File: src/rtl/riscv_pkg.sv
// Shared RV32I core definitions: data width, ALU operation codes, the
// ID/EX control bundle and its bubble value.
package riscv_pkg;

    localparam int unsigned XLEN = 32;

    localparam logic [3:0] ALU_AND  = 4'b0000;
    localparam logic [3:0] ALU_OR   = 4'b0001;
    localparam logic [3:0] ALU_ADD  = 4'b0010;
    localparam logic [3:0] ALU_XOR  = 4'b0101;
    localparam logic [3:0] ALU_SUB  = 4'b0110;
    localparam logic [3:0] ALU_SRL  = 4'b1000;
    localparam logic [3:0] ALU_SRA  = 4'b1001;
    localparam logic [3:0] ALU_SLL  = 4'b1010;
    localparam logic [3:0] ALU_SLT  = 4'b1100;
    localparam logic [3:0] ALU_SLTU = 4'b1101;
    localparam logic [3:0] ALU_NOP  = 4'b1111;

    // Registered control fields of the ID/EX slot.
    typedef struct packed {
        logic       valid;
        logic       reg_write;
        logic       mem_read;
        logic       mem_write;
        logic       src_pc;
        logic       src_imm;
        logic [3:0] alu_op;
        logic [4:0] rd;
        logic [4:0] rs1;
        logic [4:0] rs2;
    } idex_ctrl_t;

    // Bubble: nothing valid, no side effects, rs = x0 so no forward matches.
    localparam idex_ctrl_t BUBBLE_CTRL = '{
        valid:     1'b0,
        reg_write: 1'b0,
        mem_read:  1'b0,
        mem_write: 1'b0,
        src_pc:    1'b0,
        src_imm:   1'b0,
        alu_op:    ALU_NOP,
        rd:        5'd0,
        rs1:       5'd0,
        rs2:       5'd0
    };

    function automatic logic is_shift(input logic [3:0] op);
        return (op == ALU_SRL) || (op == ALU_SRA) || (op == ALU_SLL);
    endfunction

endpackage

File: src/rtl/forward_mux.sv
// Operand forwarding mux for one source register.
// Ports: rs / rf_data       - registered source address and register-file data
//        exmem_* / memwb_*  - write-back triples of the two downstream stages
//        fwd_data           - newest value of rs (EX/MEM over MEM/WB over RF)
module forward_mux #(
    parameter int unsigned XLEN = 32
) (
    input  logic [4:0]      rs,
    input  logic [XLEN-1:0] rf_data,
    input  logic            exmem_reg_write,
    input  logic [4:0]      exmem_rd,
    input  logic [XLEN-1:0] exmem_data,
    input  logic            memwb_reg_write,
    input  logic [4:0]      memwb_rd,
    input  logic [XLEN-1:0] memwb_data,
    output logic [XLEN-1:0] fwd_data
);

    // x0 is hard-wired zero, so a write to it is never forwarded.
    always_comb begin
        fwd_data = rf_data;
        if (exmem_reg_write && (exmem_rd != 5'd0) && (exmem_rd == rs)) begin
            fwd_data = exmem_data;
        end else if (memwb_reg_write && (memwb_rd != 5'd0) && (memwb_rd == rs)) begin
            fwd_data = memwb_data;
        end
    end

endmodule

File: src/rtl/id_ex_stage.sv
// ID/EX pipeline register with operand forwarding and load-use detection.
// Ports: clk/rst (sync, active-high), stall/flush pipeline control,
//        id_*      - decoded instruction fields from decode,
//        exmem_*/memwb_* - forwarding sources,
//        alu_in1/alu_in2/alu_op - ALU operands and operation,
//        ex_*      - registered control, destination, PC and store data,
//        load_use_hazard - combinational; decode must hold its instruction.
import riscv_pkg::*;

module id_ex_stage #(
    parameter int unsigned XLEN = riscv_pkg::XLEN
) (
    input  logic            clk,
    input  logic            rst,
    input  logic            stall,
    input  logic            flush,
    input  logic            id_valid,
    input  logic [XLEN-1:0] id_pc,
    input  logic [XLEN-1:0] id_rs1_data,
    input  logic [XLEN-1:0] id_rs2_data,
    input  logic [XLEN-1:0] id_imm,
    input  logic [4:0]      id_rs1,
    input  logic [4:0]      id_rs2,
    input  logic [4:0]      id_rd,
    input  logic [3:0]      id_alu_op,
    input  logic            id_src_pc,
    input  logic            id_src_imm,
    input  logic            id_reg_write,
    input  logic            id_mem_read,
    input  logic            id_mem_write,
    input  logic            exmem_reg_write,
    input  logic [4:0]      exmem_rd,
    input  logic [XLEN-1:0] exmem_data,
    input  logic            memwb_reg_write,
    input  logic [4:0]      memwb_rd,
    input  logic [XLEN-1:0] memwb_data,
    output logic [XLEN-1:0] alu_in1,
    output logic [XLEN-1:0] alu_in2,
    output logic [3:0]      alu_op,
    output logic            ex_valid,
    output logic            ex_reg_write,
    output logic            ex_mem_read,
    output logic            ex_mem_write,
    output logic [4:0]      ex_rd,
    output logic [XLEN-1:0] ex_pc,
    output logic [XLEN-1:0] ex_store_data,
    output logic            load_use_hazard
);

    idex_ctrl_t      ctrl_q;
    logic [XLEN-1:0] pc_q;
    logic [XLEN-1:0] rs1_data_q;
    logic [XLEN-1:0] rs2_data_q;
    logic [XLEN-1:0] imm_q;

    logic [XLEN-1:0] fwd_rs1;
    logic [XLEN-1:0] fwd_rs2;
    logic [XLEN-1:0] in2_sel;
    idex_ctrl_t      id_ctrl;

    // Conservative: rs2 is compared even if the decoded instruction ignores it.
    always_comb begin
        load_use_hazard = ctrl_q.valid && ctrl_q.mem_read && (ctrl_q.rd != 5'd0) &&
                          id_valid && ((ctrl_q.rd == id_rs1) || (ctrl_q.rd == id_rs2));
    end

    always_comb begin
        id_ctrl           = BUBBLE_CTRL;
        id_ctrl.valid     = 1'b1;
        id_ctrl.reg_write = id_reg_write;
        id_ctrl.mem_read  = id_mem_read;
        id_ctrl.mem_write = id_mem_write;
        id_ctrl.src_pc    = id_src_pc;
        id_ctrl.src_imm   = id_src_imm;
        id_ctrl.alu_op    = id_alu_op;
        id_ctrl.rd        = id_rd;
        id_ctrl.rs1       = id_rs1;
        id_ctrl.rs2       = id_rs2;
    end

    // Priority: reset, flush, stall (hold), hazard bubble, empty slot bubble, load.
    always_ff @(posedge clk) begin
        if (rst || flush) begin
            ctrl_q     <= BUBBLE_CTRL;
            pc_q       <= '0;
            rs1_data_q <= '0;
            rs2_data_q <= '0;
            imm_q      <= '0;
        end else if (stall) begin
            ctrl_q     <= ctrl_q;
            pc_q       <= pc_q;
            rs1_data_q <= rs1_data_q;
            rs2_data_q <= rs2_data_q;
            imm_q      <= imm_q;
        end else if (load_use_hazard || !id_valid) begin
            ctrl_q     <= BUBBLE_CTRL;
            pc_q       <= '0;
            rs1_data_q <= '0;
            rs2_data_q <= '0;
            imm_q      <= '0;
        end else begin
            ctrl_q     <= id_ctrl;
            pc_q       <= id_pc;
            rs1_data_q <= id_rs1_data;
            rs2_data_q <= id_rs2_data;
            imm_q      <= id_imm;
        end
    end

    forward_mux #(.XLEN(XLEN)) u_fwd_rs1 (
        .rs              (ctrl_q.rs1),
        .rf_data         (rs1_data_q),
        .exmem_reg_write (exmem_reg_write),
        .exmem_rd        (exmem_rd),
        .exmem_data      (exmem_data),
        .memwb_reg_write (memwb_reg_write),
        .memwb_rd        (memwb_rd),
        .memwb_data      (memwb_data),
        .fwd_data        (fwd_rs1)
    );

    forward_mux #(.XLEN(XLEN)) u_fwd_rs2 (
        .rs              (ctrl_q.rs2),
        .rf_data         (rs2_data_q),
        .exmem_reg_write (exmem_reg_write),
        .exmem_rd        (exmem_rd),
        .exmem_data      (exmem_data),
        .memwb_reg_write (memwb_reg_write),
        .memwb_rd        (memwb_rd),
        .memwb_data      (memwb_data),
        .fwd_data        (fwd_rs2)
    );

    always_comb begin
        alu_in1 = ctrl_q.src_pc ? pc_q : fwd_rs1;
        in2_sel = ctrl_q.src_imm ? imm_q : fwd_rs2;
        alu_in2 = in2_sel;
        // Shifts consume only the 5-bit shift amount.
        if (is_shift(ctrl_q.alu_op)) begin
            alu_in2 = {{(XLEN-5){1'b0}}, in2_sel[4:0]};
        end
    end

    assign alu_op        = ctrl_q.alu_op;
    assign ex_valid      = ctrl_q.valid;
    assign ex_reg_write  = ctrl_q.reg_write;
    assign ex_mem_read   = ctrl_q.mem_read;
    assign ex_mem_write  = ctrl_q.mem_write;
    assign ex_rd         = ctrl_q.rd;
    assign ex_pc         = pc_q;
    assign ex_store_data = fwd_rs2;

endmodule

File: config.mk
export PLATFORM = sky130hd
export DESIGN_NAME = id_ex_stage
export DESIGN_NICKNAME = d
export VERILOG_FILES = /design/src/rtl/riscv_pkg.sv /design/src/rtl/forward_mux.sv /design/src/rtl/id_ex_stage.sv
export SDC_FILE = /design/constraint.sdc
export NUM_CORES = 1
export LEC_CHECK = 0
export BUFFER_PORTS_ARGS = -buffer_cell sky130_fd_sc_hd__buf_2
export CORE_MARGIN = 2
export CORE_UTILIZATION = 30
export DETAILED_ROUTE_END_ITERATION = 12
export SETUP_SLACK_MARGIN = 0.3
export SLEW_MARGIN = 20
export SYNTH_ARGS = -nofsm -noshare
export SYNTH_HDL_FRONTEND = slang
export SYNTH_HIERARCHICAL = 1
export SYNTH_SLANG_ARGS = --single-unit
File: constraint.sdc
create_clock -name clk -period 1.77 [get_ports clk]
set_clock_uncertainty 0.05 [all_clocks]
set_input_delay 0.177 -clock clk [delete_from_list [all_inputs] [get_ports clk]]
set_output_delay 0.177 -clock clk [all_outputs]
set_load 0.02 [all_outputs]
==> results of run 1 <==
cell type report:
class	count	area share (%)
clock buffer	22	2.33
multi-input combinational	882	44.1
antenna	9	0.113
clock inverter	10	0.953
timing repair buffer	756	34.5
tap	402	2.52
inverter	1	0.0188
sequential	153	15.5
registers in the layout, indices dropped and copies added, names as in the netlist:
name / cells
ex_valid: 1
rs1_data_q: 32
ex_pc: 32
alu_op: 4
ex_mem_write: 1
ex_mem_read: 1
ex_rd: 5
imm_q: 32
rs2_data_q: 32
ctrl_q: 12
ex_reg_write: 1
layer usage:
layer | wire, um | share of wire [%] | vias to the layer above | GRT usage, %
li1 | - | - | 5875 | -
met1 | 22100 | 39 | 6384 | 33.5
met2 | 27100 | 48 | 762 | 47.9
met3 | 4160 | 7.4 | 191 | 5.38
met4 | 2880 | 5.1 | 4 | 13.3
met5 | 30 | 0.053 | - | 0
worst paths after layout:
check	slack [ps]	cells after the start	endpoint
worst max-delay path	-970	9	alu_in2[13]
worst min-delay path	200	4	ex_valid
worst max register to register	-280	6	ex_pc[14]
worst min register to register	440	2	ex_mem_write
stage by stage:
| stage | hold slack, ps | instance area [um2] | power [mW] |
|---|---|---|---|
| 2_1_floorplan | 275 | 10300 | 4.96 |
| 3_3_place_gp | 385 | 13500 | 6.07 |
| 3_5_place_dp | 394 | 13500 | 6.09 |
| 4_1_cts | 92.4 | 17100 | 11.0 |
| 5_1_grt | 217 | 20000 | 11.9 |
| 6_report | 205 | 20000 | 11.6 |
cell families after synthesis:
kind of cell / count (synthesis)
AOI/OAI and AO/OA: 445
and+or+nand+nor: 344
DFF: 153
buffers and inverters: 152
muxes: 64
xor gates and xnor gates: 26
power by group through the flow:
stage | registers (mW) | clock network [mW] | logic, mW
after global routing | 3.76 | 4.43 | 3.74
after CTS | 3.71 | 4.25 | 3.00
final | 3.75 | 4.22 | 3.62
after detailed placement | 3.77 | 0 | 2.32
after floorplan | 3.78 | 0 | 1.18
after global placement | 3.76 | 0 | 2.31
worst min-delay path: cells and delay by family:
family | cells | cell delay [ps]
AOI/OAI and AO/OA | 3 | 290
buffers and inverters | 1 | 200
cell usage in the layout, fill, tap and decap left out, drive strengths merged, types with 6 or more instances in the layout:
cell / count
dfxtp: 153
nor2: 35
a31oi: 64
nor4: 66
a21oi: 6
clkbuf: 41
mux2i: 27
mux2: 37
o21ai: 151
nand2: 157
buf: 585
dlygate4sd3: 152
o31ai: 64
xnor2: 26
diode: 9
a2bb2oi: 148
nand4: 64
nand3: 6
timing repair:
action	4_1_cts	5_1_grt
gates cloned	3	33
hold endpoints to repair	152	0
pin swaps	44	92
hold buffers	152	0
setup buffers	10	35
endpoints found under the setup margin	250	250
resized for setup	278	356
==> metrics.txt, run 1 <==
status finished, violations left; failing checks setup timing; Rows 65; largest net degree at the start of global routing 70; Req. time, crit path 1540 ps; Pint 7.90 mW; Initial DRC Count 1134; Worst Path Max Fanout 16; Yosys cell types 38; Placed Cells 1961; worst slack, placed -635 ps; worst r2r src ex_rd[3]; post-route insts no fill 2235; vias per std cell 5.91; Yosys reg bits 153; Synth Area in Simple Gates 17.7%; Most common cell on crit path buf_4; YS warnings 6; DRT Wirelength 56300 um; hold path start id_valid; vias in the first global route 12145; sequential power share 32.4%; Slew @ Worst Pin 634 ps; area of the multi-input gates 8800 um2; top-area cell type share of the netlist area 32.2%; Post-Synth Adder-Cell Area 0%; sequential area share after synthesis 32.2%; sequence of cells on the critical path or2_4 > o21a_4 > buf_12 > o31ai_1 > buf_4 > a31oi_4 > mux2i_1 > nor2_2 > buf_4; number of synthesized flops with an enable pin 0; total gr overflow 0; Mapped Cells 1184; Syn Nets 1417; Synth Area in Compound Gates 32.5%; mux cell area share after synthesis 7.23%; initial antenna violation count 11; total vias in the final route 13216; Hold Path Class in2reg; Sw Share 31.8%; delay-heaviest family, CP compound AO/OA/AOI/OAI gates; Slew HR 57.7%; clock buffer count from CTS 17; Syn Std Cell Area 9510 um2; Die Wd 182 um; first-pass GRT wire length 71600 um; die area 33100 um2; DRC errors left 0; IO buf count 374; most common cell in the netlist nand2_1; post-synthesis xor/xnor area fraction 2.40%; WS Path Type reg2out; Logic pwr share 31.2%; initial core utilization 30.3%; Crit path buffers/inverters 3; Worst path slowest cell dfxtp_4; Max Slew Vio Count 0; Yosys top cell by area dfxtp_1; Critical Path Source ctrl_q[4]; CTS clk-pin slew, worst paths 60 ps; final hold vios 0; peak supply drop 0.000720 V; clock root buffer clkbuf_16; Final Critical Period 2740 ps; fin crit share 155%; crit start category flip-flop; synth cell count leaders 157 x nand2_1, 153 x dfxtp_1, 148 x a2bb2oi_1; Leakage 7.57 nW; overall routing resource usage 27.9%; Max-Cap Viols 0; nets 2044; Clock Latency Late Sink 450 ps; P per Cell Area 580 nW/um2; drt first pass iters 8; Die H 182 um; number of fill cells in the layout 2406; Num Clock Sinks 153; slowest cell delay on critical path 360 ps; most frequently used flop master after synthesis dfxtp_1; CTS tree built; Critical Path End Type output pin; CTS max path bufs 2; unrepaired setup endpoints after global routing yes; Routed wire per std cell 25.2 um; post-route ant nets 0; setup TNS -108080 ps; core area 31400 um2; Synth area leaders dfxtp_1 32%, a2bb2oi_1 14%, o21ai_0 6.6%; fin util 63.6%; FF/Latch Area 3100 um2; largest family of logic cells by synthesized area compound AO/OA/AOI/OAI gates; Clock Power Share 36.4%; Setup WS post-layout -972 ps; Mapped Avg Cell Area 8.03 um2; WP data arrival 2520 ps; P_sw 3.68 mW; Max Clock Freq 365 MHz; Final setup violation count 249; P&R area growth vs syn 110%; CTS H-tree lvls 4; I/O Pins 375; layout cell share with drive strength beyond 1 57.5%; Post-synth ARST share 0%; GPL Wtd Cong 0.887; post-DP HPWL 34100 um
(Power assumes the default switching activity.)
==> inputs of run 2 (changes only) <==
CAP_MARGIN = 20   (was unset)
SETUP_SLACK_MARGIN = 0.5   (was 0.3)
SKIP_LAST_GASP = 1   (was unset)
==> run 2 against run 1 <==
Effect of this change:
- the run still ends with setup timing left
- register-to-register slack got worse by 60 ps
- die area unchanged
- first-iteration DRC count decreased by 22%
- wire length decreased by 5.6%
- utilization decreased by 1.7 points
- sequential cell count unchanged
- combinational power decreased by 5%
- critical path depth decreased by 1
- fmax increased by 0.13%
- critical endpoint is now alu_in2[27]
==> metrics.txt, run 2 (synthesis gave the netlist of run 1 again) <==
nets 2021 (-1.1%); final hold vios 0 (unchanged); Routed wire per std cell 24.1 um (-4.2%); most frequent cells in the layout 280 x buf_2, 153 x nand2_1, 149 x o21ai_1; Max Slew Vio Count 0 (unchanged); vias per std cell 5.80 (-1.9%); Initial DRC Count 887 (-22%); worst slack, placed -581 ps (+53.9 ps); post-route ant nets 0 (unchanged); drt first pass iters 5 (-3); Logic pwr share 30.7% (-0.5 points); P per Cell Area 579 nW/um2 (-0.22%); WS Path Type reg2out; Pint 7.62 mW (-3.6%); DRT Wirelength 53200 um (-5.6%); Placed Cells 1953 (-0.41%); CTS clk-pin slew, worst paths 70 ps (about the same); Final setup violation count 249 (unchanged); overall routing resource usage 29.4% (+1.5 points); crit start category flip-flop; Worst Path Max Fanout 7 (-9); CTS H-tree lvls 4 (unchanged); WP data arrival 2510 ps (about the same); Max-Cap Viols 0 (unchanged); I/O Pins 375 (unchanged); Slew @ Worst Pin 579 ps (-55.5 ps); Hold Path Class in2reg; placed inst area 13400 um2 (-0.34%); final instance area 19400 um2 (-2.7%); total gr overflow 0 (unchanged); post-route insts no fill 2204 (-1.4%); unrepaired setup endpoints after global routing yes; DRC errors left 0 (unchanged); clock buffer count from CTS 17 (unchanged); Final Critical Period 2740 ps (-3.49 ps); Worst Hold Slack 28.3 ps (-176 ps); die area 33100 um2 (unchanged); vias in the first global route 12620 (+3.9%); first-pass GRT wire length 74900 um (+4.5%); P&R area growth vs syn 104%; Clock Latency Late Sink 430 ps (-20 ps); Slew HR 61.1% (+3.3 points); Num Clock Sinks 153 (unchanged); CTS tree built; fin crit share 155% (-0.20 points); largest net degree at the start of global routing 60 (-14%); Die H 182 um (unchanged); initial core utilization 30.3% (unchanged); IO buf count 374 (unchanged); clock root buffer clkbuf_16; sequential power share 33.3% (+0.9 points); Critical Path End Type output pin; Max Clock Freq 365 MHz (+0.13%); P_sw 3.64 mW (-1.3%); post-DP HPWL 33400 um (-2.1%); Setup WS post-layout -969 ps (+3.49 ps); total vias in the final route 12787 (-3.2%); GPL Wtd Cong 0.902 (+1.6%); commonest non-fill, non-tap cell in the layout buf_2; CTS max path bufs 2 (unchanged); peak supply drop 0.000657 V (-8.7%); Design Power 11.3 mW (-2.9%); Req. time, crit path 1540 ps (about the same); core area 31400 um2 (unchanged); failing checks setup timing; Leakage 7.41 nW (-2.1%); status finished, violations left; Die Wd 182 um (unchanged); initial antenna violation count 4 (-7); Sw Share 32.3% (+0.53 points); Rows 65 (unchanged); Clock Power Share 36.0% (-0.4 points); layout cell share with drive strength beyond 1 56.4% (-1.1 points)
## run 2: cell types whose count changed in the layout (fill, tap and decap cells not counted), sizes merged
cell	change
clkbuf	-14
dlygate4sd3	-4
inv	+1
clkinv	+4
o2111a	-2
diode	-8
buf	-7
bufinv	-1
## run 2: final timing paths
| check | start | end | slack, ps | depth (start not counted) |
|---|---|---|---|---|
| max reg2reg | ex_rd[0] | ex_pc[12] | -340 | 8 |
| min reg2reg | imm_q[21] | imm_q[21] | 430 | 2 |
| max | ctrl_q[2] | alu_in2[27] | -970 | 8 |
| min | id_imm[15] | imm_q[15] | 30 | 3 |
## run 2: metrics by stage
stage,util (%),setup TNS [ps]
after global routing,61.9,-135400
after global placement,42.7,-50420
after detailed placement,42.7,-55560
after CTS,56.3,-113240
after floorplan,-,-15470
final,61.9,-121360
## run 2: power by group through the flow
stage          sequential [mW]  combinational (mW)  clock (mW)
6_report                  3.75                3.45        4.05
5_1_grt                   3.76                3.60        4.24
4_1_cts                   3.72                3.09        4.10
3_5_place_dp              3.77                2.34           0
3_3_place_gp              3.77                2.32           0
2_1_floorplan             3.78                1.19           0
## run 2: what timing repair did
item	in CTS	in global routing
endpoints found under the hold margin	148	0
gates resized for setup	316	262
hold buffers	148	0
setup buffers	20	20
gates cloned	18	12
pin swaps	73	65
endpoints found under the setup margin	264	275
## run 2: cell type report
| cell class | count | area (um2) |
|---|---|---|
| repair buffers | 735 | 6660 |
| inverters | 1 | 3.75 |
| flip-flops and latches | 153 | 3120 |
| fillers | 2456 | 12000 |
| clock inverters | 14 | 196 |
| clock buffers | 18 | 429 |
| well taps | 402 | 503 |
| multi-input cells | 880 | 8520 |
| diodes | 1 | 2.50 |
## run 2: routing by layer
layer / vias up / wire, um / track usage, % / share of wire [%]
met5: - / 39 / 0 / 0.073
met4: 6 / 2470 / 12.1 / 4.6
met3: 146 / 3030 / 5.05 / 5.7
met2: 588 / 26000 / 51.0 / 49
met1: 6228 / 21600 / 35.8 / 41
li1: 5819 / - / - / -
## run 2: worst max-delay path, stage by stage (launching register included)
cell and delay (ps):
dfxtp_2 350, xnor2_1 170, nand3_2 170, or3_4 500, buf_12 200, a31oi_4 250, mux2i_1 140, nor2_2 150
buf_6 130
==> inputs of run 3 (changes only) <==
==> constraint.sdc (replaced) <==
create_clock -name clk -period 1.77 [get_ports clk]
set_clock_uncertainty 0.05 [all_clocks]
set_input_delay 0.0885 -clock clk [delete_from_list [all_inputs] [get_ports clk]]
set_output_delay 0.0885 -clock clk [all_outputs]
set_load 0.02 [all_outputs]
==> run 3 against run 2 <==
Effect of this change:
- the flow still finishes with violations (setup timing)
- critical path depth is the same
- critical path type unchanged
- wire length shrank 0.18%
- first-iteration DRC count increased by 8.6%
==> metrics.txt, run 3 (synthesis gave the netlist of run 1 again) <==
Slew @ Worst Pin 509 ps (-69.2 ps); placed inst area 13700 um2 (+2.1%); drt first pass iters 8 (+3); Setup WS post-layout -876 ps (+92.7 ps); worst slack, placed -412 ps (+169 ps); number of fill cells in the layout 2508 (+2.1%); Hold Path Class in2reg; Leakage 7.47 nW (+0.78%); Initial DRC Count 963 (+8.6%); fin crit share 150% (-5.2 points); nets 2034 (+0.64%); Req. time, crit path 1630 ps (+90 ps); clock root buffer clkbuf_16; Max Clock Freq 378 MHz (+3.5%); Routed wire per std cell 23.9 um (-0.94%); WS Path Type reg2out; failing checks setup timing; core area 31400 um2 (unchanged); area of the multi-input gates 8590 um2 (+0.82%); Max Slew Vio Count 0 (unchanged); setup TNS -106600 ps (+14760 ps); total vias in the final route 13028 (+1.9%); status finished, violations left; peak supply drop 0.000616 V (-6.2%); post-route insts no fill 2221 (+0.77%); Critical Path End Type output pin; CTS clk-pin slew, worst paths 70 ps (about the same); IO buf count 374 (unchanged); final hold vios 0 (unchanged); Slew HR 65.7% (+4.7 points); initial core utilization 30.3% (unchanged); Worst Hold Slack 147 ps (+119 ps); die area 33100 um2 (unchanged); Placed Cells 1961 (+0.41%); Max-Cap Viols 0 (unchanged); crit start category flip-flop; overall routing resource usage 28.8% (-0.54 points); vias per std cell 5.87 (+1.1%); WP data arrival 2510 ps (about the same); Design Power 10.9 mW (-2.8%); Num Clock Sinks 153 (unchanged); unrepaired setup endpoints after global routing yes; most frequent cells in the layout 312 x buf_2, 153 x nand2_1, 152 x dlygate4sd3_1; Final Critical Period 2650 ps (-92.7 ps); P&R area growth vs syn 105%; post-route ant nets 0 (unchanged); initial antenna violation count 8 (+4); Rows 65 (unchanged); layout cell share with drive strength beyond 1 56.6% (+0.15 points); first-pass GRT wire length 73700 um (-1.6%); I/O Pins 375 (unchanged); Clock Latency Late Sink 430 ps (about the same); Final setup violation count 249 (unchanged); post-DP HPWL 33200 um (-0.77%); final instance area 19500 um2 (+0.17%); largest net degree at the start of global routing 58 (-3.3%); fin util 62.0% (+0.10 points); vias in the first global route 12601 (-0.15%); DRT Wirelength 53100 um (-0.18%); clock buffer count from CTS 17 (unchanged); total gr overflow 0 (unchanged); CTS max path bufs 2 (unchanged); GPL Wtd Cong 0.903 (+0.12%); FF/Latch Area 3100 um2 (-0.60%); Die H 182 um (unchanged); Worst Path Max Fanout 13 (+6); CTS tree built; CTS H-tree lvls 4 (unchanged); Die Wd 182 um (unchanged); P per Cell Area 562 nW/um2 (-3.0%); DRC errors left 0 (unchanged); commonest non-fill, non-tap cell in the layout buf_2
run 3: worst max-delay path, stage by stage, from the launching register on:
cell	delay, ps
dfxtp_4	370
xnor2_2	210
nand3_2	130
or3_4	480
buf_12	200
a31oi_4	210
mux2i_1	140
nor2_2	130
buf_2	180
run 3: repair_timing:
item,in CTS,in global routing
endpoints found under the hold margin,152,0
pin swaps,52,66
resized for setup,218,262
buffers inserted,17,18
hold buffers,152,0
endpoints found under the setup margin,250,252
cloned,24,12
run 3: layer usage:
| layer | wire length, um | track usage (%) | up-vias |
|---|---|---|---|
| met5 | 50 | 0 | - |
| met4 | 2140 | 11.8 | 8 |
| met3 | 3650 | 5.56 | 139 |
| met2 | 25900 | 49.9 | 684 |
| met1 | 21400 | 35.0 | 6343 |
| li1 | - | - | 5854 |
run 3: final timing paths:
path                end  slack (ps)  cells after the start       from
min reg2reg    imm_q[5]         440                      2   imm_q[5]
max reg2reg  ctrl_q[19]        -350                      7   ex_rd[3]
max          alu_in2[5]        -880                      8  ctrl_q[3]
min            ex_valid         150                      4   id_valid
run 3: cell type report:
class / instances / area share (%)
multi-input cells: 884 / 44.1
repair buffers: 744 / 34.4
flip-flops and latches: 153 / 15.9
diodes: 5 / 0.0643
inverters: 1 / 0.0193
clock buffers: 17 / 2.19
well taps: 402 / 2.58
clock inverters: 15 / 0.720
run 3: report_power, final:
part           internal, mW  total [mW]  leakage [nW]  switching (mW)
clock                  1.97        3.73         0.278            1.76
combinational          1.65        3.47          5.93            1.82
sequential             3.58        3.74          1.26           0.158
